### src/rtl/aes_key_pkg.sv
// Shared constants, FSM encoding and byte-level helpers for the AES-128 forward key schedule.
package aes_key_pkg;

  localparam int NR = 10;
  localparam int KW = 128;

  typedef enum logic [1:0] {
    IDLE = 2'd0,
    STEP = 2'd1,
    AUTO = 2'd2,
    DONE = 2'd3
  } key_state_t;

  localparam logic [7:0] RCON [1:10] = '{
    8'h01, 8'h02, 8'h04, 8'h08, 8'h10, 8'h20, 8'h40, 8'h80, 8'h1b, 8'h36
  };

  localparam logic [7:0] SBOX [256] = '{
    8'h63, 8'h7c, 8'h77, 8'h7b, 8'hf2, 8'h6b, 8'h6f, 8'hc5, 8'h30, 8'h01, 8'h67, 8'h2b, 8'hfe, 8'hd7, 8'hab, 8'h76,
    8'hca, 8'h82, 8'hc9, 8'h7d, 8'hfa, 8'h59, 8'h47, 8'hf0, 8'had, 8'hd4, 8'ha2, 8'haf, 8'h9c, 8'ha4, 8'h72, 8'hc0,
    8'hb7, 8'hfd, 8'h93, 8'h26, 8'h36, 8'h3f, 8'hf7, 8'hcc, 8'h34, 8'ha5, 8'he5, 8'hf1, 8'h71, 8'hd8, 8'h31, 8'h15,
    8'h04, 8'hc7, 8'h23, 8'hc3, 8'h18, 8'h96, 8'h05, 8'h9a, 8'h07, 8'h12, 8'h80, 8'he2, 8'heb, 8'h27, 8'hb2, 8'h75,
    8'h09, 8'h83, 8'h2c, 8'h1a, 8'h1b, 8'h6e, 8'h5a, 8'ha0, 8'h52, 8'h3b, 8'hd6, 8'hb3, 8'h29, 8'he3, 8'h2f, 8'h84,
    8'h53, 8'hd1, 8'h00, 8'hed, 8'h20, 8'hfc, 8'hb1, 8'h5b, 8'h6a, 8'hcb, 8'hbe, 8'h39, 8'h4a, 8'h4c, 8'h58, 8'hcf,
    8'hd0, 8'hef, 8'haa, 8'hfb, 8'h43, 8'h4d, 8'h33, 8'h85, 8'h45, 8'hf9, 8'h02, 8'h7f, 8'h50, 8'h3c, 8'h9f, 8'ha8,
    8'h51, 8'ha3, 8'h40, 8'h8f, 8'h92, 8'h9d, 8'h38, 8'hf5, 8'hbc, 8'hb6, 8'hda, 8'h21, 8'h10, 8'hff, 8'hf3, 8'hd2,
    8'hcd, 8'h0c, 8'h13, 8'hec, 8'h5f, 8'h97, 8'h44, 8'h17, 8'hc4, 8'ha7, 8'h7e, 8'h3d, 8'h64, 8'h5d, 8'h19, 8'h73,
    8'h60, 8'h81, 8'h4f, 8'hdc, 8'h22, 8'h2a, 8'h90, 8'h88, 8'h46, 8'hee, 8'hb8, 8'h14, 8'hde, 8'h5e, 8'h0b, 8'hdb,
    8'he0, 8'h32, 8'h3a, 8'h0a, 8'h49, 8'h06, 8'h24, 8'h5c, 8'hc2, 8'hd3, 8'hac, 8'h62, 8'h91, 8'h95, 8'he4, 8'h79,
    8'he7, 8'hc8, 8'h37, 8'h6d, 8'h8d, 8'hd5, 8'h4e, 8'ha9, 8'h6c, 8'h56, 8'hf4, 8'hea, 8'h65, 8'h7a, 8'hae, 8'h08,
    8'hba, 8'h78, 8'h25, 8'h2e, 8'h1c, 8'ha6, 8'hb4, 8'hc6, 8'he8, 8'hdd, 8'h74, 8'h1f, 8'h4b, 8'hbd, 8'h8b, 8'h8a,
    8'h70, 8'h3e, 8'hb5, 8'h66, 8'h48, 8'h03, 8'hf6, 8'h0e, 8'h61, 8'h35, 8'h57, 8'hb9, 8'h86, 8'hc1, 8'h1d, 8'h9e,
    8'he1, 8'hf8, 8'h98, 8'h11, 8'h69, 8'hd9, 8'h8e, 8'h94, 8'h9b, 8'h1e, 8'h87, 8'he9, 8'hce, 8'h55, 8'h28, 8'hdf,
    8'h8c, 8'ha1, 8'h89, 8'h0d, 8'hbf, 8'he6, 8'h42, 8'h68, 8'h41, 8'h99, 8'h2d, 8'h0f, 8'hb0, 8'h54, 8'hbb, 8'h16
  };

  function automatic logic [31:0] rot_word(input logic [31:0] w);
    return {w[23:0], w[31:24]};
  endfunction

  function automatic logic [31:0] sub_word(input logic [31:0] w);
    return {SBOX[w[31:24]], SBOX[w[23:16]], SBOX[w[15:8]], SBOX[w[7:0]]};
  endfunction

  // Round indices outside 1..10 never reach the datapath; they map to zero to keep the lookup total.
  function automatic logic [7:0] rcon_lookup(input logic [3:0] r);
    logic [7:0] val;
    val = 8'h00;
    if (r >= 4'd1 && r <= 4'd10) val = RCON[int'(r)];
    return val;
  endfunction

endpackage

### src/rtl/aes_fwd_round_fn.sv
// Combinational AES-128 forward key-expansion step: current round key and next round index in, next round key out.
module aes_fwd_round_fn
  import aes_key_pkg::*;
(
  input  logic [KW-1:0] key,
  input  logic [3:0]    r,
  output logic [KW-1:0] next_key
);

  logic [31:0] w0, w1, w2, w3;
  logic [31:0] t;
  logic [31:0] n0, n1, n2, n3;

  assign w0 = key[127:96];
  assign w1 = key[95:64];
  assign w2 = key[63:32];
  assign w3 = key[31:0];

  assign t  = sub_word(rot_word(w3)) ^ {rcon_lookup(r), 24'h0};

  assign n0 = w0 ^ t;
  assign n1 = n0 ^ w1;
  assign n2 = n1 ^ w2;
  assign n3 = n2 ^ w3;

  assign next_key = {n0, n1, n2, n3};

endmodule

### src/rtl/aes_fwd_key_expand.sv
// AES-128 forward key schedule: loads round key 0, steps to round 10 manually or free-running,
// and captures round key 10 for the inverse-schedule seed.
module aes_fwd_key_expand
  import aes_key_pkg::*;
#(
  parameter int NR = 10,
  parameter int KW = 128
) (
  input  logic          clk,
  input  logic          rst_n,
  input  logic [KW-1:0] cipher_key,
  input  logic          key_load,
  input  logic          auto_run,
  input  logic          rkey_en,
  output logic [KW-1:0] round_key_out,
  output logic [3:0]    round_num,
  output logic          key_valid,
  output logic          busy,
  output logic          done,
  output logic [KW-1:0] round_key_10,
  output logic [1:0]    fsm_state
);

  // key_load and rkey_en are single-cycle pulses with no back-pressure: every asserted cycle is
  // consumed at the next rising edge; key_valid marks round_key_out as usable from the cycle after a load.
  key_state_t    state, state_nxt;
  logic          advance;
  logic          last_step;
  logic [3:0]    round_nxt;
  logic [KW-1:0] next_key;

  assign round_nxt = round_num + 4'd1;
  assign last_step = (round_num == 4'(NR - 1));
  assign fsm_state = state;

  aes_fwd_round_fn u_round_fn (
    .key      (round_key_out),
    .r        (round_nxt),
    .next_key (next_key)
  );

  always_ff @(posedge clk or negedge rst_n) begin
    if (!rst_n) state <= IDLE;
    else        state <= state_nxt;
  end

  always_comb begin
    state_nxt = state;
    if (key_load) begin
      state_nxt = auto_run ? AUTO : STEP;
    end else begin
      case (state)
        STEP:    if (rkey_en && last_step) state_nxt = DONE;
        AUTO:    if (last_step) state_nxt = DONE;
        default: state_nxt = state;
      endcase
    end
  end

  // Status outputs decode the registered state only, so no input reaches an output combinationally.
  always_comb begin
    advance   = 1'b0;
    busy      = 1'b0;
    done      = 1'b0;
    key_valid = 1'b0;
    case (state)
      STEP: begin
        advance   = rkey_en & ~key_load;
        busy      = 1'b1;
        key_valid = 1'b1;
      end
      AUTO: begin
        advance   = ~key_load;
        busy      = 1'b1;
        key_valid = 1'b1;
      end
      DONE: begin
        done      = 1'b1;
        key_valid = 1'b1;
      end
      default: ;
    endcase
  end

  always_ff @(posedge clk or negedge rst_n) begin
    if (!rst_n) begin
      round_key_out <= '0;
      round_num     <= 4'd0;
      round_key_10  <= '0;
    end else if (key_load) begin
      round_key_out <= cipher_key;
      round_num     <= 4'd0;
    end else if (advance) begin
      round_key_out <= next_key;
      round_num     <= round_nxt;
      if (last_step) round_key_10 <= next_key;
    end
  end

endmodule

### config.mk
export PLATFORM = sky130hd
export DESIGN_NAME = aes_fwd_key_expand
export DESIGN_NICKNAME = d
export VERILOG_FILES = /design/src/rtl/aes_key_pkg.sv /design/src/rtl/aes_fwd_round_fn.sv /design/src/rtl/aes_fwd_key_expand.sv
export SDC_FILE = /design/constraint.sdc
export NUM_CORES = 1
export LEC_CHECK = 0
export ABC_AREA = 1
export BUFFER_PORTS_ARGS = -buffer_cell sky130_fd_sc_hd__buf_2
export CAP_MARGIN = 20
export CORE_UTILIZATION = 45
export DETAILED_ROUTE_END_ITERATION = 16
export PLACE_DENSITY = 0.65
export SKIP_LAST_GASP = 1
export SLEW_MARGIN = 20
export SYNTH_ARGS = -nofsm -noshare
export SYNTH_HDL_FRONTEND = slang
export SYNTH_SLANG_ARGS = --single-unit
### constraint.sdc
create_clock -name clk -period 3.5 [get_ports clk]
set_input_delay 0.525 -clock clk [delete_from_list [all_inputs] [get_ports clk]]
set_output_delay 0.525 -clock clk [all_outputs]
set_load 0.03 [all_outputs]
Word-level counts from Yosys, hierarchy flattened

Memory sizes are Yosys's and may differ from the RTL's.
Index checks and enable logic that the tools add are counted.

Add/subtract/negate cells: 1
Magnitude comparators: 7
Equality and inequality tests: 6
Mux-type cells: 24
Bitwise operators: 12
Reduce and logical (&&, ||, !) cells: 8

Operators by type and width:

| cell                                                                                 | number |
|---|---|
| 128-bit 2-to-1 mux                                                                   | 2 |
| 32-bit bitwise XOR                                                                   | 5 |
| 8-bit 2-to-1 mux                                                                     | 11 |
| 9-bit greater-or-equal comparator, second input constant                             | 4 |
| 8-bit inverter with 9-bit output                                                     | 4 |
| 32-bit by 5-bit greater-or-equal comparator with 1-bit output, second input constant | 1 |
| 4-bit inverter with 32-bit output                                                    | 1 |
| 2-bit 2-to-1 mux                                                                     | 4 |
| 4-bit 2-to-1 mux                                                                     | 2 |
| 3-bit != test, second input constant                                                 | 2 |
| 3-bit AND reduction                                                                  | 2 |
| 4-bit by 1-bit adder with 4-bit output, second input constant                        | 1 |
| 2-bit == test, second input constant                                                 | 2 |
| 4-bit == test, second input constant                                                 | 1 |
| 4-bit by 1-bit greater-or-equal comparator with 1-bit output, second input constant  | 1 |
| 4-bit <= comparator, second input constant                                           | 1 |
| 2-bit case mux with 2 select lines                                                   | 1 |
| 1-bit 2-to-1 mux                                                                     | 3 |
| 3-bit nonzero test                                                                   | 1 |
| 3-bit OR reduction                                                                   | 1 |
| 2-bit by 1-bit == test with 1-bit output, second input constant                      | 1 |
| 1-bit logical AND                                                                    | 2 |
| 1-bit case mux with 2 select lines                                                   | 1 |
| 2-bit nonzero test                                                                   | 1 |
| 3 further kinds                                                                      | 3 |

Bits in registers: 262
Memory bits (read-only): 8320
Input port bits: 133
Output and inout port bits: 265
Logic and storage cells: 67
Memories kept: 5

Memories:

| memory          | depth | bits a word | rd ports | clocked after memory_dff | wr ports | RTL line          | source |
|---|---|---|---|---|---|---|---|
| (no name shown) | 256   | 8           | 1        | 0                        | 0        | aes_key_pkg.sv:42 | `return {SBOX[w[31:24]], SBOX[w[23:16]], SBOX[w[15:8]], SBOX[w[7:0]]};` |
| (no name shown) | 256   | 8           | 1        | 0                        | 0        | aes_key_pkg.sv:42 |  |
| (no name shown) | 256   | 8           | 1        | 0                        | 0        | aes_key_pkg.sv:42 |  |
| (no name shown) | 256   | 8           | 1        | 0                        | 0        | aes_key_pkg.sv:42 |  |
| (no name shown) | 16    | 8           | 1        | 0                        | 0        | aes_key_pkg.sv:49 | `if (r >= 4'd1 && r <= 4'd10) val = RCON[int'(r)];` |

Logic depth before layout (Yosys ltp)

Gate-level depths: netlist of run 1.

Word-level depth: 13
Depth in mapped cells: 23
Mapped depth without buffers: 21

Modules after synthesis

Synthesis of run 1 repeated with hierarchy kept, for this count alone.

Cell total of the unflattened synthesis: 4676
Area, all modules: 26834.5 um^2

Modules (own cells, without submodules):

| module             | instances | cells each | area each (um^2) |
|---|---|---|---|
| aes_fwd_round_fn   | 1         | 3110       | 14940.6 |
| aes_fwd_key_expand | 1         | 1566       | 11893.9 |

Least setup slack after synthesis of run 1

No wires, ideal clock.

Path type: reg-to-reg
From: reg round_key_out[0]
To: reg round_key_10[15]
Setup time: 0.117 ns
Arrival: 2.848 ns
Data required time: 3.383 ns
Setup slack: 0.535 ns
Cell stages (with the launch flop): 21
Buffers on the path: 0
Clock period less this slack: 2.965 ns
Path through: dfrtp_1 -> clkinv_1 -> ha_1 -> inv_1 -> nand2_1 -> nand2_1 -> nor2_1 -> o21ai_0 -> nand2_1 -> nand3_1 -> nand3_1 -> nand2_1 -> nand2_1 -> nand2_1 -> nand2_1 -> nand2_1 -> nand2_1 -> nand3_1 -> nand2_1 -> nand2_1 -> nand2_1

Cells in the longest elaborated chain, start to end: 9

RTL lines:

| item                                                   | RTL line                 | source |
|---|---|---|
| start, declared                                        | aes_fwd_key_expand.sv:15 | `output logic [KW-1:0] round_key_out,` |
| start signal, assigned                                 | aes_fwd_key_expand.sv:91 | `round_key_out <= cipher_key;` |
| start signal, assigned                                 | aes_fwd_key_expand.sv:94 | `round_key_out <= next_key;` |
| 8-bit inverter with 9-bit output (implied by the code) | aes_key_pkg.sv:42        |  |
| memory read 256 x 8 bit                                | --                       |  |
| 8-bit 2-to-1 mux (implied by the code) (2 in series)   | aes_key_pkg.sv:42        |  |
| 32-bit bitwise XOR                                     | aes_fwd_round_fn.sv:19   | `assign t = sub_word(rot_word(w3)) ^ {rcon_lookup(r), 24'h0};` |
| 32-bit bitwise XOR                                     | aes_fwd_round_fn.sv:21   | `assign n0 = w0 ^ t;` |
| 32-bit bitwise XOR                                     | aes_fwd_round_fn.sv:22   | `assign n1 = n0 ^ w1;` |
| 32-bit bitwise XOR                                     | aes_fwd_round_fn.sv:23   | `assign n2 = n1 ^ w2;` |
| 32-bit bitwise XOR                                     | aes_fwd_round_fn.sv:24   | `assign n3 = n2 ^ w3;` |
| end signal, assigned                                   | aes_fwd_key_expand.sv:96 | `if (last_step) round_key_10 <= next_key;` |
| end, declared                                          | aes_fwd_key_expand.sv:20 | `output logic [KW-1:0] round_key_10,` |

No other way between the ends. The select of a mux whose other input is x is not followed.
A chain may end at the register's enable or synchronous reset.

Worst setup path after layout of run 1

From: reg round_key_out[24]
To: reg round_key_out[0]

Cells in the longest elaborated chain, start to end: 11

RTL lines:

| item                                                   | RTL line                 | source |
|---|---|---|
| 8-bit inverter with 9-bit output (implied by the code) | aes_key_pkg.sv:42        |  |
| memory read 256 x 8 bit                                | --                       |  |
| 8-bit 2-to-1 mux (implied by the code) (2 in series)   | aes_key_pkg.sv:42        |  |
| 32-bit bitwise XOR                                     | aes_fwd_round_fn.sv:19   |  |
| 32-bit bitwise XOR                                     | aes_fwd_round_fn.sv:21   |  |
| 32-bit bitwise XOR                                     | aes_fwd_round_fn.sv:22   |  |
| 32-bit bitwise XOR                                     | aes_fwd_round_fn.sv:23   |  |
| 32-bit bitwise XOR                                     | aes_fwd_round_fn.sv:24   |  |
| 128-bit 2-to-1 mux                                     | aes_fwd_key_expand.sv:93 | `end else if (advance) begin` |
| 128-bit 2-to-1 mux                                     | aes_fwd_key_expand.sv:90 | `end else if (key_load) begin` |

No other way between the ends. The select of a mux whose other input is x is not followed.

==> results.py, run 1 <==
metrics = {
    "global_routing": {
        "grt_util_met3_pct": 9.30,
        "met2_usage_pct": 63.4,
        "grt_antenna_before_repair": 10,
        "overflow": 0,
        "grt_pass1_vias": 29800,
        "grt_max_degree": 130,
        "grt_pass1_wl_um": 184000,
        "grtUsageTotal_pct": 42.4,
        "grt.busiest_layer": "met2",
        "use_met1_pct": 56.2,
    },
    "outcome": {
        "status": "complete, no violations",
    },
    "finish": {
        "fillCellCount": 5763,
        "areaGrowthSynthToFinish_pct": 15.4,
        "drive_gt1_share_pct": 14.3,
        "multi_input_area_um2": 16000,
        "final-seq-area_um2": 6560,
        "final_cells": 5209,
        "fin_nets": 4688,
    },
    "routing": {
        "dr.first_iter.drc_count": 4893,
        "dr.pass1.iters": 7,
        "drt_drc_violations_left": 0,
        "antenna_left": 0,
        "vias": 32500,
        "wl_per_cell_um": 23.7,
        "routed_wl_um": 124000,
        "routed_via_density": 6.24,
    },
    "clock_network": {
        "clkSlewWorstSetupHoldPaths_ns": 0.06,
        "cts_root_buf": "clkbuf_16",
        "tritoncts": "yes",
        "cts.sinks": 262,
        "htreeDepth": 1,
        "cts_buffer_depth": 3,
        "post_cts_buffers": 0,
        "cts-buffers-inserted": 31,
        "clk_latency_ns": 0.62,
    },
    "place": {
        "gp_congestion": 1.10,
        "dp_hpwl_um": 90000,
        "placedCellCount": 5147,
        "port_buffers": 397,
    },
    "synth": {
        "yosysWarningCount": 0,
        "yosysMostFrequentCell": "nand2_1",
        "netlist_area_um2": 24900,
        "syn_avg_cell_area_um2": 5.94,
        "yosys.cell_types.count": 33,
        "ys_ff_latch": 262,
        "synth_ff_type": "dfrtp_1",
        "syn_inst": 4189,
        "syn_nets": 4392,
        "netlist.area_leader.share_pct": 26.3,
        "synth_top_cells_by_area": "dfrtp_1 26%, nand3_1 24%, nand2_1 21%, inv_1 3.8%, ha_1 3.5%",
        "netlist_top_cells_count": "1423 x nand2_1, 1203 x nand3_1, 262 x dfrtp_1",
        "seq_area_frac_synth_pct": 26.3,
        "synth-async-reset-ratio_pct": 100,
        "synth_top_area_cell": "dfrtp_1",
        "synth_edf_count": 0,
    },
    "critical_path": {
        "endpoint_kind": "flip-flop",
        "reg2reg_depth": 20,
        "path_class": "reg2reg",
        "worstPathMaxFanout": 7,
        "worstPathArrival_ns": 3.77,
        "worstSetupStartpointType": "flip-flop",
        "critical_path_required_ns": 4.00,
    },
    "power": {
        "vdd_ir_drop_max_v": 0.000458,
        "leakage_nw": 15.5,
        "power_density_nw_per_um2": 634,
    },
    "hold_path": {
        "hold_depth": 3,
        "hp-class": "in2reg",
    },
    "timing": {
        "fmax_mhz": 305,
        "period_share_pct": 93.6,
        "setup-violations-final": 0,
        "final_hold_viol_count": 0,
        "timing.slew.headroom_pct": 38.9,
        "fin_setup_tns_ns": 0,
        "skew_ns": 0.0148,
        "period_minus_slack_ns": 3.28,
        "rsz0062_at_grt": "yes",
        "slew_viol_final": 0,
        "worst_slew_pin_slew_ns": 0.917,
    },
    "floorplan": {
        "die_height_um": 237,
        "start_util_pct": 45.9,
        "die_width_um": 237,
        "rows": 85,
        "core_um2": 54200,
        "num_io_pins": 398,
        "dieArea_um2": 56200,
    },
    "run": {
        "maxCapViolations": 0,
    },
}
-- repair_timing --
item,CTS,global route
hold endpoints to repair,64,0
resized for setup,0,5
hold buffers,1,0
endpoints found under the setup margin,0,11
-- metrics by stage --
step           hold WS [ns]  cell area (um2)  total power, mW  utilization, %  worst slack (ns)
3_5_place_dp          0.462            27700             14.7            51.1             0.201
3_3_place_gp          0.461            27700             14.7            51.1            0.0657
5_1_grt               0.134            28700             19.2            52.9          -0.00435
4_1_cts              0.0941            28700             17.8            52.9             0.186
2_1_floorplan         0.229            24900             11.0               -             0.535
6_report              0.120            28700             18.2            52.9             0.224
-- state kept, by name, indices dropped and copies added, names as in the netlist --
register	count
fsm_state	2
round_key_10	128
round_key_out	128
round_num	4
-- logic make-up (layout without fill, tap and decap cells) --
| group | after synthesis | count (layout) | share of synthesized area, % |
|---|---|---|---|
| flip-flops | 262 | 262 | 26.3 |
| buffers and inverters | 546 | 862 | 9.50 |
| AND/OR/NAND/NOR | 2886 | 2886 | 50.4 |
| other | 0 | 8 | 0 |
| adder cells (fa/ha/maj) | 70 | 70 | 3.52 |
| AO/OA/AOI/OAI | 417 | 417 | 9.96 |
| XOR/XNOR | 8 | 8 | 0.282 |
-- layout by cell type (no fill, tap or decap), types with 5 or more instances in the layout --
cell type	Yosys	final
xor2_1	5	5
o21ai_0	164	164
nand3_1	1203	1202
clkbuf_1	99	10
o21ai_1	11	11
nand4_1	19	19
inv_1	252	247
o21bai_1	8	8
nand2_2	25	28
buf_4	21	115
dfrtp_2	0	5
o221ai_1	56	56
clkbuf_16	0	31
nor2_2	5	5
nor2_1	190	189
diode_2	0	8
dfrtp_1	262	257
a31oi_1	24	24
inv_2	13	14
ha_1	70	68
a21oi_1	101	101
nand2_1	1423	1420
clkbuf_8	0	5
clkinv_1	9	11
buf_2	119	395
o211ai_1	48	48
buf_12	0	21
nand3b_1	7	7
clkinv_2	0	5
nand3_2	6	6
-- layout make-up --
class / instances / area share (%)
inverters: 276 / 3.65
multi-input cells: 3381 / 55.7
clock inverters: 7 / 0.144
diodes: 8 / 0.0697
flip-flops and latches: 262 / 22.9
clock buffers: 46 / 3.07
well taps: 696 / 3.03
repair buffers: 533 / 11.4
-- metal layers --
metal / up-vias / wire [um]
li1: 14700 / -
met1: 15000 / 48400
met2: 2355 / 52300
met3: 480 / 14200
met4: 6 / 8500
met5: - / 31
-- worst max-delay path, cell delays in order (launching register included) --
cell	delay [ns]
dfrtp_1	0.40
inv_2	0.17
ha_1	0.32
inv_1	0.09
nand2_1	0.20
buf_4	0.22
nand2_1	0.10
o21ai_0	0.21
nand3_1	0.15
nand3_1	0.11
nand3_1	0.16
nand2_1	0.12
nand2_1	0.07
nand3_1	0.09
nand2_1	0.11
nand2_1	0.14
nand2_1	0.19
nand2_1	0.10
nand2_1	0.07
nand2_1	0.06
nand2_1	0.07
-- report_power, final --
group,internal (mW),switching [mW]
Combinational,3.16,8.30
Clock,1.72,1.39
Sequential,3.32,0.314
-- final timing paths --
| check | end | slack, ns | start |
|---|---|---|---|
| worst max-delay path | round_key_out[0] | 0.22 | round_key_out[24] |
| worst min register to register | round_key_10[23] | 0.48 | round_key_10[23] |
| worst min-delay path | round_key_out[77] | 0.12 | cipher_key[77] |
| max in group asynchronous | round_key_out[13] | 2.13 | rst_n |
| worst max register to register | round_key_out[0] | 0.22 | round_key_out[24] |
| min in group asynchronous | round_key_out[88] | 0.47 | rst_n |
Note: power is estimated with default switching activity, not from simulation.
==> run 2, diff against run 1 <==
--- a/config.mk
+++ b/config.mk
@@ -8,6 +8,7 @@
 export ABC_AREA = 1
 export BUFFER_PORTS_ARGS = -buffer_cell sky130_fd_sc_hd__buf_2
 export CAP_MARGIN = 20
+export CORE_MARGIN = 8
 export CORE_UTILIZATION = 45
 export DETAILED_ROUTE_END_ITERATION = 16
 export PLACE_DENSITY = 0.65
==> results.py, run 2 (synthesized netlist as in run 1, its figures left out) <==
metrics = {
    "routing": {
        "drt_drc_violations_left": 0,
        "routed_wl_um": 126000,
        "dr.first_iter.drc_count": 4988,
        "dr.pass1.iters": 7,
        "routed_via_density": 6.20,
        "antenna_left": 0,
        "wl_per_cell_um": 24.2,
        "vias": 32400,
    },
    "timing": {
        "worst_slew_pin_slew_ns": 1.08,
        "period_minus_slack_ns": 3.23,
        "final_hold_viol_count": 0,
        "skew_ns": 0.0216,
        "fmax_mhz": 310,
        "fin_ws_ns": 0.274,
        "slew_viol_final": 0,
        "setup-violations-final": 0,
        "rsz0062_at_grt": "no",
        "fin_setup_tns_ns": 0,
        "period_share_pct": 92.2,
        "timing.slew.headroom_pct": 28.1,
    },
    "finish": {
        "layout_common_cells": "1423 x nand2_1, 1202 x nand3_1, 395 x buf_2",
        "reg_top3": "round_key_10: 128 flops, round_key_out: 128 flops, round_num: 4 flops",
        "final_common_cell": "nand2_1",
        "drive_gt1_share_pct": 14.5,
        "fin_nets": 4692,
        "areaGrowthSynthToFinish_pct": 15.9,
        "fillCellCount": 5918,
    },
    "floorplan": {
        "num_io_pins": 398,
        "die_width_um": 251,
        "core_um2": 54900,
        "die_height_um": 251,
        "rows": 86,
        "start_util_pct": 45.3,
        "dieArea_um2": 63100,
    },
    "critical_path": {
        "worstPathMaxFanout": 9,
        "slowest_stage": "dfrtp_1",
        "worstPathArrival_ns": 3.63,
        "worstSetupStartpointType": "flip-flop",
        "path_class": "reg2reg",
        "crit_top_cell": "nand2_1",
        "crit_chain": "inv_2 -> buf_4 -> ha_1 -> inv_1 -> nand2_1 -> nand2_1 -> nand3_1 -> nand3_1 -> nand3_1 -> nand3_1 -> nand2_1 -> nand2_1 -> nand3b_1 -> nand3_1 -> nand2_1 -> nand2_1 -> nand3_1 -> nand2_1",
        "endpoint_kind": "flip-flop",
        "reg2reg_from": "round_key_out[24]",
        "crit_start": "round_key_out[24]",
        "critical_path_required_ns": 3.91,
        "critical_path.max_stage_delay_ns": 0.39,
    },
    "global_routing": {
        "grt_max_degree": 80,
        "overflow": 0,
        "grt_pass1_wl_um": 189000,
        "grt_antenna_before_repair": 4,
        "grt_pass1_vias": 30300,
        "grtUsageTotal_pct": 38.1,
    },
    "clock_network": {
        "cts_buffer_depth": 3,
        "tritoncts": "yes",
        "cts-buffers-inserted": 34,
        "post_cts_buffers": 0,
        "clk_latency_ns": 0.56,
        "cts_root_buf": "clkbuf_16",
        "clkSlewWorstSetupHoldPaths_ns": 0.06,
        "htreeDepth": 2,
        "cts.sinks": 262,
    },
    "power": {
        "power_density_nw_per_um2": 643,
        "vdd_ir_drop_max_v": 0.000489,
        "leakage_nw": 15.6,
    },
    "hold_path": {
        "hp-class": "in2reg",
        "worstHoldStart": "cipher_key[77]",
    },
    "outcome": {
        "status": "complete, no violations",
    },
    "run": {
        "maxCapViolations": 0,
    },
    "place": {
        "port_buffers": 397,
        "place_ws_ns": 0.311,
        "dp_hpwl_um": 93200,
        "gp_congestion": 1.07,
    },
}
-- run 2: changes by cell type in the layout (fill, tap and decap cells not counted), sizes merged --
cell / change
buf: +1
clkinvlp: +2
clkbuf: +2
clkinv: +2
diode: -6
bufinv: +1
-- run 2: cell type report --
class / count / area (um2) / share of cell area, %
Multi-Input combinational cell: 3381 / 16000 / 55.5
Sequential cell: 262 / 6560 / 22.8
Timing Repair Buffer: 534 / 3260 / 11.3
Inverter: 276 / 1050 / 3.64
Clock buffer: 48 / 995 / 3.45
Tap cell: 704 / 881 / 3.05
Clock inverter: 12 / 96.3 / 0.334
Antenna cell: 2 / 5.00 / 0.0174
-- run 2: worst paths after layout --
path                                          end  slack, ns  depth (start not counted)
worst max-delay path             round_key_out[6]       0.27                         18
worst min-delay path            round_key_out[77]       0.17                          3
worst max register to register   round_key_out[6]       0.27                         18
worst min register to register    round_key_10[1]       0.47                          2
max in group asynchronous       round_key_out[11]       2.12                          3
min in group asynchronous            round_num[3]       0.57                          2
-- run 2: timing repair --
| action | CTS | global route |
|---|---|---|
| hold buffers | 1 | 0 |
| endpoints found under the setup margin | 0 | 4 |
| gates resized for setup | 0 | 2 |
| hold endpoints to repair | 26 | 0 |
-- run 2: worst max-delay path, delay by kind of cell, from the launching register on --
kind          cells  cell delay [ns]
flops             1             0.39
simple gates     14             2.09
fa+ha+maj         1             0.24
buf+inv           3             0.35
-- run 2: where the power goes --
| part | leakage (nW) | total, mW | internal, mW | switching [mW] |
|---|---|---|---|---|
| clock network | 0.535 | 3.55 | 2.06 | 1.49 |
| logic | 11.6 | 11.4 | 3.14 | 8.22 |
| registers | 3.40 | 3.64 | 3.32 | 0.326 |
| total | 15.6 | 18.5 | 8.51 | 10.0 |
-- run 2: through the flow --
step | hold WS, ns | instances | utilization (%) | total power, mW | cell area [um2]
5_1_grt | 0.175 | 5218 | 52.5 | 19.6 | 28800
2_1_floorplan | 0.229 | 4189 | - | 11.0 | 24900
4_1_cts | 0.152 | 5217 | 52.5 | 18.2 | 28800
6_report | 0.168 | 5219 | 52.5 | 18.5 | 28800
3_5_place_dp | 0.459 | 5156 | 50.5 | 14.6 | 27700
3_3_place_gp | 0.458 | 5156 | 50.5 | 14.7 | 27700
-- run 2: per-layer routing --
metal  routed length [um]  vias up  track usage (%)
met3                14400      473             9.80
met1                49500    15000             49.1
met2                54800     2201             58.5
met4                 7360        4             19.4
met5                   27        -                0
li1                     -    14700                -
